[src/rtl/uart_tx_arbiter.sv]
`timescale 1ns/1ps
// Round-robin arbiter sharing one uart_tx between N_REQ byte sources, one byte per grant.
// Latency: req sampled in IDLE -> gnt/tx_din next cycle, tx_start the cycle after; 3 cycles overhead per byte.
// Backpressure: requesters hold req and data until gnt; the next grant waits for tx_done_tick or the watchdog.
module uart_tx_arbiter #(
    parameter int N_REQ   = 2,
    parameter int TIMEOUT = 100000,
    parameter int CW      = $clog2(TIMEOUT + 1)
) (
    input  logic               clk,
    input  logic               rst_n,
    input  logic [N_REQ-1:0]   req,
    input  logic [8*N_REQ-1:0] req_data,
    output logic [N_REQ-1:0]   gnt,
    output logic               tx_start,
    output logic [7:0]         tx_din,
    input  logic               tx_done_tick,
    output logic               busy,
    output logic               timeout_err
);

    localparam int              IW       = (N_REQ > 1) ? $clog2(N_REQ) : 1;
    localparam logic [CW-1:0]   CNT_LAST = CW'(TIMEOUT - 1);
    localparam logic [IW-1:0]   IDX_LAST = IW'(N_REQ - 1);

    typedef enum logic [1:0] {
        S_IDLE  = 2'd0,
        S_START = 2'd1,
        S_WAIT  = 2'd2
    } state_t;

    state_t            state, state_nxt;
    logic [IW-1:0]     ptr, ptr_nxt;
    logic [IW-1:0]     win, win_nxt;
    logic [CW-1:0]     cnt, cnt_nxt;
    logic [N_REQ-1:0]  gnt_nxt;
    logic              tx_start_nxt;
    logic [7:0]        tx_din_nxt;
    logic              busy_nxt;
    logic              timeout_err_nxt;

    logic              pick_vld;
    logic [IW-1:0]     pick_idx;
    logic [7:0]        pick_byte;
    logic [IW-1:0]     ptr_adv;

    // Winner is the requester with the smallest rotational distance from ptr.
    always_comb begin
        int best_d;
        int d;
        best_d   = N_REQ;
        d        = 0;
        pick_vld = 1'b0;
        pick_idx = '0;
        for (int i = 0; i < N_REQ; i++) begin
            d = i - int'(ptr);
            if (d < 0) begin
                d = d + N_REQ;
            end
            if (req[i] && (d < best_d)) begin
                best_d   = d;
                pick_vld = 1'b1;
                pick_idx = IW'(i);
            end
        end
    end

    always_comb begin
        pick_byte = 8'h00;
        for (int i = 0; i < N_REQ; i++) begin
            if (pick_idx == IW'(i)) begin
                pick_byte = req_data[8*i +: 8];
            end
        end
    end

    assign ptr_adv = (win == IDX_LAST) ? '0 : win + IW'(1);

    always_comb begin
        state_nxt       = state;
        ptr_nxt         = ptr;
        win_nxt         = win;
        cnt_nxt         = cnt;
        gnt_nxt         = '0;
        tx_start_nxt    = 1'b0;
        tx_din_nxt      = tx_din;
        timeout_err_nxt = 1'b0;

        case (state)
            S_IDLE: begin
                if (pick_vld) begin
                    tx_din_nxt = pick_byte;
                    gnt_nxt    = N_REQ'(1) << pick_idx;
                    win_nxt    = pick_idx;
                    state_nxt  = S_START;
                end
            end
            S_START: begin
                tx_start_nxt = 1'b1;
                cnt_nxt      = '0;
                state_nxt    = S_WAIT;
            end
            S_WAIT: begin
                // A done on the final count takes priority over the watchdog.
                if (tx_done_tick) begin
                    ptr_nxt   = ptr_adv;
                    state_nxt = S_IDLE;
                end else if (cnt == CNT_LAST) begin
                    timeout_err_nxt = 1'b1;
                    ptr_nxt         = ptr_adv;
                    state_nxt       = S_IDLE;
                end else begin
                    cnt_nxt = cnt + CW'(1);
                end
            end
            default: begin
                state_nxt = S_IDLE;
            end
        endcase

        busy_nxt = (state_nxt != S_IDLE);
    end

    always_ff @(posedge clk or negedge rst_n) begin
        if (!rst_n) begin
            state <= S_IDLE;
        end else begin
            state <= state_nxt;
        end
    end

    always_ff @(posedge clk or negedge rst_n) begin
        if (!rst_n) begin
            ptr         <= '0;
            win         <= '0;
            cnt         <= '0;
            gnt         <= '0;
            tx_start    <= 1'b0;
            tx_din      <= 8'h00;
            busy        <= 1'b0;
            timeout_err <= 1'b0;
        end else begin
            ptr         <= ptr_nxt;
            win         <= win_nxt;
            cnt         <= cnt_nxt;
            gnt         <= gnt_nxt;
            tx_start    <= tx_start_nxt;
            tx_din      <= tx_din_nxt;
            busy        <= busy_nxt;
            timeout_err <= timeout_err_nxt;
        end
    end

endmodule

[config.mk]
export PLATFORM = sky130hd
export DESIGN_NAME = uart_tx_arbiter
export DESIGN_NICKNAME = d
export VERILOG_FILES = /design/src/rtl/uart_tx_arbiter.sv
export SDC_FILE = /design/constraint.sdc
export NUM_CORES = 1
export LEC_CHECK = 0
export BUFFER_PORTS_ARGS = -buffer_cell sky130_fd_sc_hd__buf_2
export CORE_MARGIN = 10
export CORE_UTILIZATION = 25
export DETAILED_ROUTE_END_ITERATION = 8
export SLEW_MARGIN = 25
export SYNTH_ARGS = -nofsm -noshare
export SYNTH_HDL_FRONTEND = slang
export SYNTH_SLANG_ARGS = --single-unit
[constraint.sdc]
create_clock -name clk -period 3.1 [get_ports clk]
set_clock_uncertainty 0.1 [all_clocks]
set_input_delay 0.31 -clock clk [delete_from_list [all_inputs] [get_ports clk]]
set_output_delay 0.31 -clock clk [all_outputs]
set_load 0.02 [all_outputs]
==> results by group <==
Place
  • Port bufs: 33
  • Dpl hpwl: ~2.7 mm
  • Global placer's final weighted congestion: roughly 0.83

Drt
  • Final WL: 3.54 mm
  • Wire per inst: around 13 um
  • Iter 0 DRT Violations: 68
  • Top routing layer used: met4
  • Routed vias: about 1200
  • WL met2: approximately 1.5 mm
  • Via/cell ratio: 4.53
  • Routed wl met3: between 200 and 300 um
  • Drt first pass iters: 4
  • Metal-1 WL: 1.77 mm
  • Final ANT Viol Nets: 0
  • DRC: 0

Synth
  • Synth Area per Inst: roughly 10 um^2
  • Syn_nets: between 150 and 200
  • Synth area leaders: dfrtp_1 (53%), mux2i_1 (6.2%), o21ai_0 (5.0%), nand2_1 (4.4%), nand3_1 (3.7%)
  • Post-Syn Area: approximately 0.0016 mm^2
  • Mapped Cells: roughly 150
  • Synth Warn #: 0
  • Post-synth top area cell: dfrtp_1
  • Yosys reg bits: 34
  • Top-area cell type share of the netlist area: 0.528
  • Synth cell types: 36
  • Seq/Total Area, Yosys: 0.528

Floorplan
  • Die area: roughly 0.01 mm^2
  • Chip height: between 100 and 150 um
  • # rows: 29
  • CORE AREA: roughly 0.0063 mm^2
  • Initial Utilization: 0.255
  • Die X: between 100 and 150 um
  • I/O pins: 34

Worst setup path
  • Bufs and invs on worst path: 0
  • CP max stage delay: between 500 and 600 ps
  • CP Capture Type: flop
  • R2r setup slk: about 790 ps
  • Setup crit start kind: flop
  • Req. time, crit path: 3170 ps
  • CP top delay family: simple AND/OR/NAND/NOR gates
  • Crit path kind: reg2reg
  • Crit-path max FO: 10
  • WP data arrival: about 2400 ps
  • Worst path slowest cell: or4_4
  • CP Cell Sequence: or4_4, nor4_4, a21o_1, nor3b_1, a211o_1
  • FF-to-FF path depth: 5
  • Critical path depth in cells: 5

Timing
  • Max Slew Vio Count: 0
  • Hold Slack: -19.2 ps
  • RSZ-0062 raised after global routing: false
  • Max_slew headroom: 0.511
  • Final setup vio count: 0
  • Fin. Hold Viols: 34
  • Max Fclk: roughly 0.43 GHz
  • TNS Setup: 0 ps
  • Period utilization: 0.747
  • Final Critical Period: approximately 2300 ps
  • Tightest Pin Transition: between 700 and 800 ps

Final layout
  • N_diodes: 0
  • Layout cells sized above 1: 0.269
  • Synth-to-Final Area Change: 24.6%
  • Filler cells: 676
  • Storage cell area: around 850 um^2
  • Nets: between 200 and 250
  • Multi-input gate area: 718 um^2

Clock tree
  • Clock sinks: 34
  • Clock root buffer: clkbuf_8
  • Clk Latency, worst-skew pair: between 200 and 300 ps
  • Number of gates resized after cts: 0
  • Clock slew at reported path FFs: 70 ps
  • Setup Buffers After CTS: 0
  • TritonCTS clock tree: done
  • CTS Buffer Depth: 2
  • # H-tree levels: 2
  • Hold_buf cts: 0
  • Number of CTS-inserted buffers: 5

Pwr
  • Pwr Total: ~1.6 mW
  • Leakage power: 0.990 nW
  • VDD IR-drop max: around 470 uV
  • Pwr Density: about 800 mW/mm^2

Status
  • Status: finished with violations
  • Violations in the final reports: negative hold slack

GRT
  • Vias in the first global route: 1315
  • First-pass GRT wire length: 6.24 mm
  • Maximum number of pins on one net before global-route repair: 35
  • Grt total ovfl: 0
  • Antenna violations before repair: 0
  • GRT Util Overall: 0.0750

Hold path
  • Worst hold path class: in2async

Flow run
  • Max-cap violations: 0
layout make-up:
class	count	share of cell area
Sequential cell	34	0.424
Timing Repair Buffer	35	0.0898
Multi-Input combinational cell	111	0.358
Inverter	5	0.00935
Clock inverter	2	0.0299
Clock buffer	6	0.0411
Tap cell	77	0.0480
flip-flops by register name, summed over array words and instances (netlist names):
| name | cells |
|---|---|
| ptr | 1 |
| tx_start | 1 |
| busy | 1 |
| win | 1 |
| timeout_err | 1 |
| cnt | 17 |
| gnt | 2 |
| state | 2 |
| tx_din | 8 |
report_power, final:
| group | switching, mW | internal [mW] | leakage [nW] |
|---|---|---|---|
| logic | 0.298 | 0.168 | 0.470 |
| clock network | 0.167 | 0.343 | 0.0714 |
| registers | 0.0688 | 0.551 | 0.449 |
| total | 0.534 | 1.06 | 0.990 |
cell families (layout without fill, tap and decap cells):
group / count (synthesis) / count (layout) / share of synthesized area
adders and majority gates: 1 / 1 / 0.00777
buffers and inverters: 9 / 48 / 0.0256
muxes: 11 / 11 / 0.0761
and+or+nand+nor: 66 / 66 / 0.234
DFF: 34 / 34 / 0.528
xor gates and xnor gates: 4 / 4 / 0.0218
AOI/OAI and AO/OA: 29 / 29 / 0.106
worst reg2reg max path, delay by kind of cell, from the launching register on:
family	cells	cell delay, ps
AO/OA/AOI/OAI	2	680
flip-flops	1	410
AND/OR/NAND/NOR	3	1010
cell usage after synthesis, drive strengths merged:
cell / count
clkbuf: 2
or3b: 1
buf: 2
nand3: 12
nor3: 7
xnor2: 2
or4b: 1
o211ai: 2
nor4b: 1
and4: 2
a21o: 2
a211o: 3
inv: 5
nand2b: 2
nand4: 3
or2: 1
nand2: 19
o31ai: 2
ha: 1
o21ai: 17
mux2i: 11
and2: 1
nor3b: 1
and3: 6
nor4: 3
dfrtp: 34
or4: 1
nor2: 5
xor2: 2
a21oi: 3
metal layers:
layer,track usage,vias to the layer above
li1,-,635
met1,0.100,541
met2,0.107,41
met3,0.0316,6
met4,0.0228,0
met5,0,-
path summary, 6_finish.rpt:
check | from | end
min in group clk | req[0] | gnt[0]$_DFF_PN0_
worst max-delay path | cnt[14]$_DFFE_PN0P_ | cnt[7]$_DFFE_PN0P_
worst max register to register | cnt[14]$_DFFE_PN0P_ | cnt[7]$_DFFE_PN0P_
worst min-delay path | rst_n | cnt[10]$_DFFE_PN0P_
max in group asynchronous | rst_n | cnt[5]$_DFFE_PN0P_
worst min register to register | win$_DFFE_PN0P_ | ptr$_DFFE_PN0P_
cells in the final DEF (no fill, tap or decap), drive strengths merged:
cell type and instances:
clkbuf 6, bufinv 2, a211o 3, o21ai 17, nor4b 1, or4 1
inv 5, nand2b 2, nand2 19, ha 1, dfrtp 34, and4 2
o211ai 2, and2 1, a21oi 3, nor3b 1, o31ai 2, nor2 5
a21o 2, xor2 2, mux2i 11, or3b 1, nor3 7, xnor2 2
or4b 1, and3 6, nand4 3, or2 1, nor4 3, nand3 12
buf 35
metrics by stage:
step                      utilization  worst slack [ps]  cell area [um^2]  cells  hold WS, ps
final                           0.318               786              2010    270        -19.2
after global routing            0.318               705              2010    270         67.7
after CTS                       0.318               778              2010    270         19.0
after detailed placement        0.295               788              1860    262          329
after global placement          0.295               812              1860    262          329
after floorplan                     -              1020              1610    154        -85.6
Power figures use the tool's default switching activity.
